===== src/rtl/terminal_pkg.sv =====
// rtl/terminal_pkg.sv - control codes, attribute default and FSM encoding for the terminal writer
package terminal_pkg;

  localparam logic [7:0] CODE_BS      = 8'h08;
  localparam logic [7:0] CODE_NL      = 8'h13;
  localparam logic [7:0] CODE_CLS     = 8'h0C;
  localparam logic [7:0] CODE_SPACE   = 8'h20;
  localparam logic [7:0] DEFAULT_ATTR = 8'h70;

  typedef enum logic [1:0] {
    IDLE      = 2'd0,
    CLEAR     = 2'd1,
    SCROLL_RD = 2'd2,
    SCROLL_WR = 2'd3
  } state_t;

endpackage


===== src/rtl/terminal_writer_if.sv =====
// rtl/terminal_writer_if.sv - UART byte input and text RAM port bundle for the terminal writer
interface terminal_writer_if #(
  parameter int ADDR_WIDTH = 12
);

  logic [7:0]            RxData;
  logic                  RxDone;
  logic [ADDR_WIDTH-1:0] RamAddr;
  logic [15:0]           RamData;
  logic                  RamWrite;
  logic [15:0]           RamRdata;

  modport master (
    input  RxData, RxDone, RamRdata,
    output RamAddr, RamData, RamWrite
  );

  modport slave (
    output RxData, RxDone, RamRdata,
    input  RamAddr, RamData, RamWrite
  );

endinterface


===== src/rtl/terminal_cursor.sv =====
// rtl/terminal_cursor.sv - column/row cursor with an incrementally maintained linear address
module terminal_cursor #(
  parameter int COLUMNS    = 80,
  parameter int ROWS       = 30,
  parameter int ADDR_WIDTH = 12
) (
  input  logic                  clk,
  input  logic                  rst,
  input  logic                  inc_i,
  input  logic                  dec_i,
  input  logic                  nl_i,
  input  logic                  home_i,
  input  logic                  last_row_i,
  output logic [ADDR_WIDTH-1:0] addr_o,
  output logic [ADDR_WIDTH-1:0] bs_addr_o,
  output logic                  wrap_o
);

  localparam int CW = $clog2(COLUMNS);
  localparam int RW = $clog2(ROWS);
  localparam logic [CW-1:0]         COL_LAST      = CW'(COLUMNS - 1);
  localparam logic [RW-1:0]         ROW_LAST      = RW'(ROWS - 1);
  localparam logic [ADDR_WIDTH-1:0] LAST_ROW_ADDR = ADDR_WIDTH'((ROWS - 1) * COLUMNS);

  logic [CW-1:0]         col_q, col_d;
  logic [RW-1:0]         row_q, row_d;
  logic [ADDR_WIDTH-1:0] addr_q, addr_d;

  // Address is tracked with +/-1 and +COLUMNS-col steps so no multiplier is needed.
  always_ff @(posedge clk or posedge rst) begin
    if (rst) begin
      col_q  <= '0;
      row_q  <= '0;
      addr_q <= '0;
    end else begin
      col_q  <= col_d;
      row_q  <= row_d;
      addr_q <= addr_d;
    end
  end

  always_comb begin
    col_d  = col_q;
    row_d  = row_q;
    addr_d = addr_q;
    if (home_i) begin
      col_d  = '0;
      row_d  = '0;
      addr_d = '0;
    end else if (last_row_i) begin
      col_d  = '0;
      row_d  = ROW_LAST;
      addr_d = LAST_ROW_ADDR;
    end else if (nl_i) begin
      col_d = '0;
      if (row_q == ROW_LAST) begin
        row_d  = '0;
        addr_d = '0;
      end else begin
        row_d  = row_q + RW'(1);
        addr_d = addr_q - ADDR_WIDTH'(col_q) + ADDR_WIDTH'(COLUMNS);
      end
    end else if (dec_i) begin
      if (col_q != '0) begin
        col_d  = col_q - CW'(1);
        addr_d = addr_q - ADDR_WIDTH'(1);
      end else if (row_q != '0) begin
        col_d  = COL_LAST;
        row_d  = row_q - RW'(1);
        addr_d = addr_q - ADDR_WIDTH'(1);
      end
    end else if (inc_i) begin
      addr_d = addr_q + ADDR_WIDTH'(1);
      if (col_q == COL_LAST) begin
        col_d = '0;
        if (row_q == ROW_LAST) begin
          row_d  = '0;
          addr_d = '0;
        end else begin
          row_d = row_q + RW'(1);
        end
      end else begin
        col_d = col_q + CW'(1);
      end
    end
  end

  assign addr_o    = addr_q;
  assign bs_addr_o = (col_q == '0 && row_q == '0) ? addr_q : addr_q - ADDR_WIDTH'(1);
  assign wrap_o    = (row_q == ROW_LAST) && (nl_i || (inc_i && col_q == COL_LAST));

endmodule


===== src/rtl/terminal_writer.sv =====
// rtl/terminal_writer.sv - UART byte stream to 80x30 text RAM writer; TERMINAL_SCROLL_EN selects scroll on row overflow
module terminal_writer #(
  parameter int          COLUMNS      = 80,
  parameter int          ROWS         = 30,
  parameter logic [7:0]  DEFAULT_ATTR = terminal_pkg::DEFAULT_ATTR,
  parameter int          ADDR_WIDTH   = 12
) (
  input  logic                  clk,
  input  logic                  rst,
  terminal_writer_if.master     bus,
  output logic [ADDR_WIDTH-1:0] CursorAddr_o,
  output logic                  Busy_o,
  output logic                  Overrun_o
);

  import terminal_pkg::*;

  localparam logic [ADDR_WIDTH-1:0] LAST_CELL = ADDR_WIDTH'(COLUMNS * ROWS - 1);

  state_t                state_q, state_d;
  logic [ADDR_WIDTH-1:0] sweep_q, sweep_d;
  logic [7:0]            attr_q, attr_d;
  logic [ADDR_WIDTH-1:0] ram_addr_q, ram_addr_d;
  logic [15:0]           ram_data_q, ram_data_d;
  logic                  ram_write_q, ram_write_d;
  logic                  overrun_q, overrun_d;

  logic                  cur_inc, cur_dec, cur_nl, cur_home, cur_last_row, cur_wrap;
  logic [ADDR_WIDTH-1:0] cur_addr, cur_bs_addr;
  logic                  sweep_fill;

  terminal_cursor #(
    .COLUMNS    (COLUMNS),
    .ROWS       (ROWS),
    .ADDR_WIDTH (ADDR_WIDTH)
  ) u_cursor (
    .clk        (clk),
    .rst        (rst),
    .inc_i      (cur_inc),
    .dec_i      (cur_dec),
    .nl_i       (cur_nl),
    .home_i     (cur_home),
    .last_row_i (cur_last_row),
    .addr_o     (cur_addr),
    .bs_addr_o  (cur_bs_addr),
    .wrap_o     (cur_wrap)
  );

`ifdef TERMINAL_SCROLL_EN
  // phase_q gives the RAM its read-latency cycle; fill_q marks a CLEAR sweep that only blanks the last row.
  logic phase_q, phase_d, fill_q, fill_d;

  always_ff @(posedge clk or posedge rst) begin
    if (rst) begin
      phase_q <= 1'b0;
      fill_q  <= 1'b0;
    end else begin
      phase_q <= phase_d;
      fill_q  <= fill_d;
    end
  end

  assign sweep_fill = fill_q;
`else
  logic unused_sig;
  assign unused_sig = ^{bus.RamRdata, cur_wrap};
  assign sweep_fill = 1'b0;
`endif

  always_ff @(posedge clk or posedge rst) begin
    if (rst) begin
      state_q     <= IDLE;
      sweep_q     <= '0;
      attr_q      <= DEFAULT_ATTR;
      ram_addr_q  <= '0;
      ram_data_q  <= '0;
      ram_write_q <= 1'b0;
      overrun_q   <= 1'b0;
    end else begin
      state_q     <= state_d;
      sweep_q     <= sweep_d;
      attr_q      <= attr_d;
      ram_addr_q  <= ram_addr_d;
      ram_data_q  <= ram_data_d;
      ram_write_q <= ram_write_d;
      overrun_q   <= overrun_d;
    end
  end

  always_comb begin
    state_d      = state_q;
    sweep_d      = sweep_q;
    attr_d       = attr_q;
    ram_addr_d   = ram_addr_q;
    ram_data_d   = ram_data_q;
    ram_write_d  = 1'b0;
    overrun_d    = bus.RxDone && (state_q != IDLE);
    cur_inc      = 1'b0;
    cur_dec      = 1'b0;
    cur_nl       = 1'b0;
    cur_home     = 1'b0;
    cur_last_row = 1'b0;
`ifdef TERMINAL_SCROLL_EN
    phase_d      = phase_q;
    fill_d       = fill_q;
`endif
    case (state_q)
      IDLE: begin
        if (bus.RxDone) begin
          if (bus.RxData[7]) begin
            attr_d = {1'b0, bus.RxData[6:0]};
          end else if (bus.RxData == CODE_BS) begin
            cur_dec     = 1'b1;
            ram_write_d = 1'b1;
            ram_addr_d  = cur_bs_addr;
            ram_data_d  = {attr_q, CODE_SPACE};
          end else if (bus.RxData == CODE_NL) begin
            cur_nl = 1'b1;
          end else if (bus.RxData == CODE_CLS) begin
            state_d = CLEAR;
            sweep_d = '0;
`ifdef TERMINAL_SCROLL_EN
            fill_d  = 1'b0;
`endif
          end else begin
            cur_inc     = 1'b1;
            ram_write_d = 1'b1;
            ram_addr_d  = cur_addr;
            ram_data_d  = {attr_q, bus.RxData};
          end
`ifdef TERMINAL_SCROLL_EN
          if (cur_wrap) begin
            state_d = SCROLL_RD;
            sweep_d = ADDR_WIDTH'(COLUMNS);
            phase_d = 1'b0;
          end
`endif
        end
      end
      CLEAR: begin
        ram_write_d = 1'b1;
        ram_addr_d  = sweep_q;
        ram_data_d  = sweep_fill ? {attr_q, CODE_SPACE} : {DEFAULT_ATTR, CODE_SPACE};
        if (sweep_q == LAST_CELL) begin
          state_d = IDLE;
          if (sweep_fill) begin
            cur_last_row = 1'b1;
          end else begin
            cur_home = 1'b1;
            attr_d   = DEFAULT_ATTR;
          end
        end else begin
          sweep_d = sweep_q + ADDR_WIDTH'(1);
        end
      end
`ifdef TERMINAL_SCROLL_EN
      SCROLL_RD: begin
        ram_addr_d = sweep_q;
        if (phase_q) begin
          state_d = SCROLL_WR;
          phase_d = 1'b0;
        end else begin
          phase_d = 1'b1;
        end
      end
      SCROLL_WR: begin
        ram_write_d = 1'b1;
        ram_addr_d  = sweep_q - ADDR_WIDTH'(COLUMNS);
        ram_data_d  = bus.RamRdata;
        if (sweep_q == LAST_CELL) begin
          state_d = CLEAR;
          sweep_d = ADDR_WIDTH'(COLUMNS * (ROWS - 1));
          fill_d  = 1'b1;
        end else begin
          state_d = SCROLL_RD;
          sweep_d = sweep_q + ADDR_WIDTH'(1);
        end
      end
`endif
      default: state_d = IDLE;
    endcase
  end

  assign bus.RamAddr  = ram_addr_q;
  assign bus.RamData  = ram_data_q;
  assign bus.RamWrite = ram_write_q;
  assign CursorAddr_o = cur_addr;
  assign Busy_o       = (state_q != IDLE);
  assign Overrun_o    = overrun_q;

endmodule


===== src/flat_wrapper.sv =====
// flat-port wrapper written by rule: the top's interface ports become plain ports
module terminal_writer_flat import terminal_pkg::*;
#(
  parameter int          COLUMNS      = 80,
  parameter int          ROWS         = 30,
  parameter logic [7:0]  DEFAULT_ATTR = terminal_pkg::DEFAULT_ATTR,
  parameter int          ADDR_WIDTH   = 12
)
  (clk, rst, CursorAddr_o, Busy_o, Overrun_o, bus_RxData, bus_RxDone, bus_RamRdata, bus_RamAddr, bus_RamData, bus_RamWrite);
  terminal_writer_if #(.ADDR_WIDTH(ADDR_WIDTH)) bus_i ();
  input  logic clk;
  input  logic rst;
  output logic [ADDR_WIDTH-1:0] CursorAddr_o;
  output logic Busy_o;
  output logic Overrun_o;
  input wire logic [$bits(bus_i.RxData)-1:0] bus_RxData;
  input wire logic [$bits(bus_i.RxDone)-1:0] bus_RxDone;
  input wire logic [$bits(bus_i.RamRdata)-1:0] bus_RamRdata;
  output wire logic [$bits(bus_i.RamAddr)-1:0] bus_RamAddr;
  output wire logic [$bits(bus_i.RamData)-1:0] bus_RamData;
  output wire logic [$bits(bus_i.RamWrite)-1:0] bus_RamWrite;
  assign bus_i.RxData = bus_RxData;
  assign bus_i.RxDone = bus_RxDone;
  assign bus_i.RamRdata = bus_RamRdata;
  assign bus_RamAddr = bus_i.RamAddr;
  assign bus_RamData = bus_i.RamData;
  assign bus_RamWrite = bus_i.RamWrite;
  terminal_writer #(.COLUMNS(COLUMNS), .ROWS(ROWS), .DEFAULT_ATTR(DEFAULT_ATTR), .ADDR_WIDTH(ADDR_WIDTH)) u_core (.clk(clk), .rst(rst), .bus(bus_i), .CursorAddr_o(CursorAddr_o), .Busy_o(Busy_o), .Overrun_o(Overrun_o));
endmodule

===== config.mk =====
export PLATFORM = sky130hd
export DESIGN_NAME = terminal_writer_flat
export DESIGN_NICKNAME = d
export VERILOG_FILES = /design/src/rtl/terminal_pkg.sv /design/src/rtl/terminal_writer_if.sv /design/src/rtl/terminal_cursor.sv /design/src/rtl/terminal_writer.sv /design/src/flat_wrapper.sv
export SDC_FILE = /design/constraint.sdc
export NUM_CORES = 1
export LEC_CHECK = 0
export CORE_MARGIN = 8
export CORE_UTILIZATION = 56
export CTS_CLUSTER_DIAMETER = 200
export DETAILED_ROUTE_END_ITERATION = 12
export PLACE_DENSITY = 0.87
export SYNTH_ARGS = -nofsm -noshare
export SYNTH_HDL_FRONTEND = slang
export SYNTH_SLANG_ARGS = --single-unit

===== constraint.sdc =====
create_clock -name clk -period 3.25 [get_ports clk]
set_clock_uncertainty 0.05 [all_clocks]
set_input_delay 0.975 -clock clk [delete_from_list [all_inputs] [get_ports clk]]
set_output_delay 0.975 -clock clk [all_outputs]
set_load 0.005 [all_outputs]

==> impl_metrics.env <==
export IMPL_status="finished clean"
export IMPL_timing_fmax_ghz=0.309
export IMPL_viasPerCell=6.59
export IMPL_relSlewSlack=0.484
export IMPL_firstDrtPassIters=8
export IMPL_r2r_cells=7
export IMPL_hold_viol_final=0
export IMPL_syn_inst=583
export IMPL_gp_congestion=0.980
export IMPL_die_w_um=111
export IMPL_regArea_um2=1810
export IMPL_ys_seq_area_frac=0.355
export IMPL_p_comb_frac=0.447
export IMPL_drive_above_1_share=0.156
export IMPL_netSwitchingPower_mw=1.56
export IMPL_cts_buffers_inserted=9
export IMPL_drc=0
export IMPL_fin_cells=789
export IMPL_cap_violations=0
export IMPL_timing_rr_end="u_core.u_cursor.row_q[4]$_DFFE_PP0P_"
export IMPL_top_layer_used="met4"
export IMPL_seqPwrFrac=0.329
export IMPL_detailed_place_hpwl_um=11100
export IMPL_ir_drop_mv=0.698
export IMPL_yosys_area_top_type="dfrtp_1"
export IMPL_cts_tree="built"
export IMPL_multi_input_area_um2=3040
export IMPL_cp_data_arrival_time_ns=3.44
export IMPL_worst_setup_path_type="input pin to flop"
export IMPL_num_rows=34
export IMPL_grt_antenna_before_repair=0
export IMPL_synth_edf_count=0
export IMPL_post_route_util=0.728
export IMPL_routed_wl_um=15500
export IMPL_cts_buffer_depth=2
export IMPL_htree_num_levels=3
export IMPL_synthArstFlopShare=1.00
export IMPL_fin_tns_setup_ns=0
export IMPL_timing_final_crit_share=0.996
export IMPL_setup_violations_final=0
export IMPL_synth_ff_type="dfrtp_1"
export IMPL_layout_min_cycle_time_ns=3.24
export IMPL_power_share_clock=0.223
export IMPL_slew_violations=0
export IMPL_hold_class="flop to flop"
export IMPL_insertion_delay_ns=0.36
export IMPL_yosysTopAreaCellShare=0.340
export IMPL_grt_pass1_vias=5012
export IMPL_dp_cells=770
export IMPL_wl_per_cell_um=19.6
export IMPL_swShare=0.388
export IMPL_design_portCount=70
export IMPL_min_delay_start="u_core.bus.RamData[2]$_DFFE_PP0P_"
export IMPL_wl_met2_um=7520
export IMPL_grt_pass1_wl_um=24700
export IMPL_dieArea_um2=12400
export IMPL_die_h_um=111
export IMPL_dr_total_vias=5198
export IMPL_powerDensity_nw_per_um2=631
export IMPL_synth_seq_cells=72
export IMPL_yosysWarningCount=0
export IMPL_path_max_fanout=5
export IMPL_met1_length_um=6120
export IMPL_syn_avg_cell_area_um2=8.71
export IMPL_internal_power_mw=2.46
export IMPL_ctsHoldBuffers=0
export IMPL_r2r_slack_ns=0.22
export IMPL_ctsRootBufferMaster="clkbuf_8"
export IMPL_dp_slack_ns=-0.377
export IMPL_synth_area_um2=5080
export IMPL_syn_to_final_growth_pct=25.5
export IMPL_track_usage=0.240
export IMPL_min_path_cells=2
export IMPL_core_area_um2=8760
export IMPL_cp_end_kind="flop"
export IMPL_tightest_slew_ns=0.774
export IMPL_ys_types=74
export IMPL_drtIter0Drc=625
export IMPL_critPathLaunchType="input pin"
export IMPL_clkTransAtPathRegs_ns=0.08
export IMPL_final_antenna_net_count=0
export IMPL_leakage_nw=2.65
export IMPL_fillers=622
export IMPL_min_to="u_core.bus.RamData[2]$_DFFE_PP0P_"
export IMPL_grt_max_degree=57
export IMPL_diodes=0
export IMPL_rsz0062_at_grt="true"
export IMPL_cts_num_sinks=72
export IMPL_r2r_start="u_core.u_cursor.col_q[0]$_DFFE_PP0P_"
export IMPL_routed_wl_met3_um=1230
export IMPL_nets=736
export IMPL_worst_ep_required_time_ns=3.45
export IMPL_portBuffers=51
export IMPL_synth_area_leaders="dfrtp_1 (34%), ha_1 (7.9%), nand2_1 (4.5%)"
export IMPL_fin_ws_ns=0.0137
export IMPL_grt_ovfl_total=0
export IMPL_initial_core_util=0.580
[power groups by stage]
stage | Clock (mW) | Combinational [mW] | Sequential (mW)
finish | 0.898 | 1.80 | 1.32
global route | 0.936 | 1.97 | 1.34
CTS | 0.895 | 1.77 | 1.31
detailed placement | 0 | 1.75 | 1.33
global placement | 0 | 1.66 | 1.31
floorplan | 0 | 1.11 | 1.27
[worst max-delay path, cell delays in order]
cell             delay (ns)
clkdlybuf4s50_1        0.45
buf_4                  0.16
nand4b_1               0.17
o21ai_0                0.13
a2111oi_0              0.69
o21ai_1                0.26
or2_2                  0.34
a32o_1                 0.26
[kinds of logic (layout without fill, tap and decap cells)]
| kind of cell | Yosys count | in the layout | synth area share |
|---|---|---|---|
| buffers and inverters | 64 | 161 | 0.0539 |
| other | 1 | 2 | 0.000738 |
| DFF | 72 | 72 | 0.355 |
| xor gates and xnor gates | 33 | 33 | 0.0569 |
| adders and majority gates | 33 | 33 | 0.0828 |
| and+or+nand+nor | 221 | 221 | 0.225 |
| AOI/OAI and AO/OA | 157 | 157 | 0.221 |
| muxes | 2 | 2 | 0.00419 |
[cell usage after synthesis, drive strengths merged (15+ instances only)]
| master | n |
|---|---|
| o21ai | 32 |
| xnor2 | 18 |
| xor2 | 15 |
| inv | 28 |
| ha | 32 |
| clkbuf | 22 |
| dfrtp | 69 |
| nor2 | 42 |
| nor3 | 19 |
| nand3 | 27 |
| nand2 | 62 |
| a21oi | 29 |
[how the worst max path moves through the flow]
stage / from / end / slack, ns / cells past startpoint
2_1_floorplan: bus_RxData[0] / u_core.u_cursor.col_q[4]$_DFFE_PP0P_ / 0.16 / 8
4_1_cts: bus_RxData[3] / u_core.u_cursor.col_q[4]$_DFFE_PP0P_ / 0.03 / 7
5_1_grt: bus_RxData[4] / u_core.u_cursor.row_q[4]$_DFFE_PP0P_ / -0.09 / 8
3_3_place_gp: bus_RxData[3] / u_core.u_cursor.col_q[2]$_DFFE_PP0P_ / -0.29 / 7
3_5_place_dp: bus_RxData[3] / u_core.u_cursor.col_q[1]$_DFFE_PP0P_ / -0.38 / 7
6_report: bus_RxData[4] / u_core.u_cursor.row_q[4]$_DFFE_PP0P_ / 0.01 / 8
[registers in the layout, summed over array words and instances (netlist names), 5 cells and up]
| signal | cells |
|---|---|
| u_core.bus.RamData | 14 |
| u_core.bus.RamAddr | 12 |
| u_core.sweep_q | 12 |
| u_core.u_cursor.addr_o | 12 |
| u_core.attr_q | 7 |
| u_core.u_cursor.col_q | 7 |
| u_core.u_cursor.row_q | 5 |
[layout by cell type (no fill, tap or decap), types with 6 or more instances in the layout]
master           netlist  final
o21ai_0               30     29
o211ai_1               6      6
xor2_1                15     15
dfrtp_1               69     69
nor2_1                42     42
ha_1                  32     32
or3_1                 11     10
xnor2_1               18     18
nor3_1                19     18
o221ai_1              13     13
o22ai_1                6      6
clkdlybuf4s50_1        0     50
a22o_1                12     12
clkbuf_8               0      9
nand4_1                9      9
o31ai_1                7      7
nand2_1               61     61
inv_1                 28     27
and3_1                 7      7
buf_4                  2     61
nand3_1               27     27
a21oi_1               28     28
[metal layers]
metal  GRT usage  up-vias
met1       0.289     2503
met3      0.0476       62
li1            -     2330
met5           0        -
met4       0.116        0
met2       0.399      303
[final cells by class]
class                      count  area share
timing repair buffer         117       0.164
tap                          108      0.0212
sequential                    72       0.283
inverter                      28      0.0165
clock buffer                  10      0.0200
clock inverter                 6      0.0181
multi-input combinational    448       0.477
[timing repair]
action,in CTS,in global routing
buffers inserted,0,3
endpoints found under the setup margin,2,10
gates resized for setup,2,11
endpoints found under the hold margin,0,0
pin swaps,0,3
[metrics by stage]
step / power, mW / hold slack, ns / area (um2)
finish: 4.02 / 0.434 / 6380
global route: 4.25 / 0.454 / 6380
CTS: 3.98 / 0.438 / 6310
detailed placement: 3.08 / 0.419 / 6060
global placement: 2.97 / 0.415 / 6060
floorplan: 2.39 / 0.415 / 5080
Note: power is estimated with default switching activity, not from simulation.
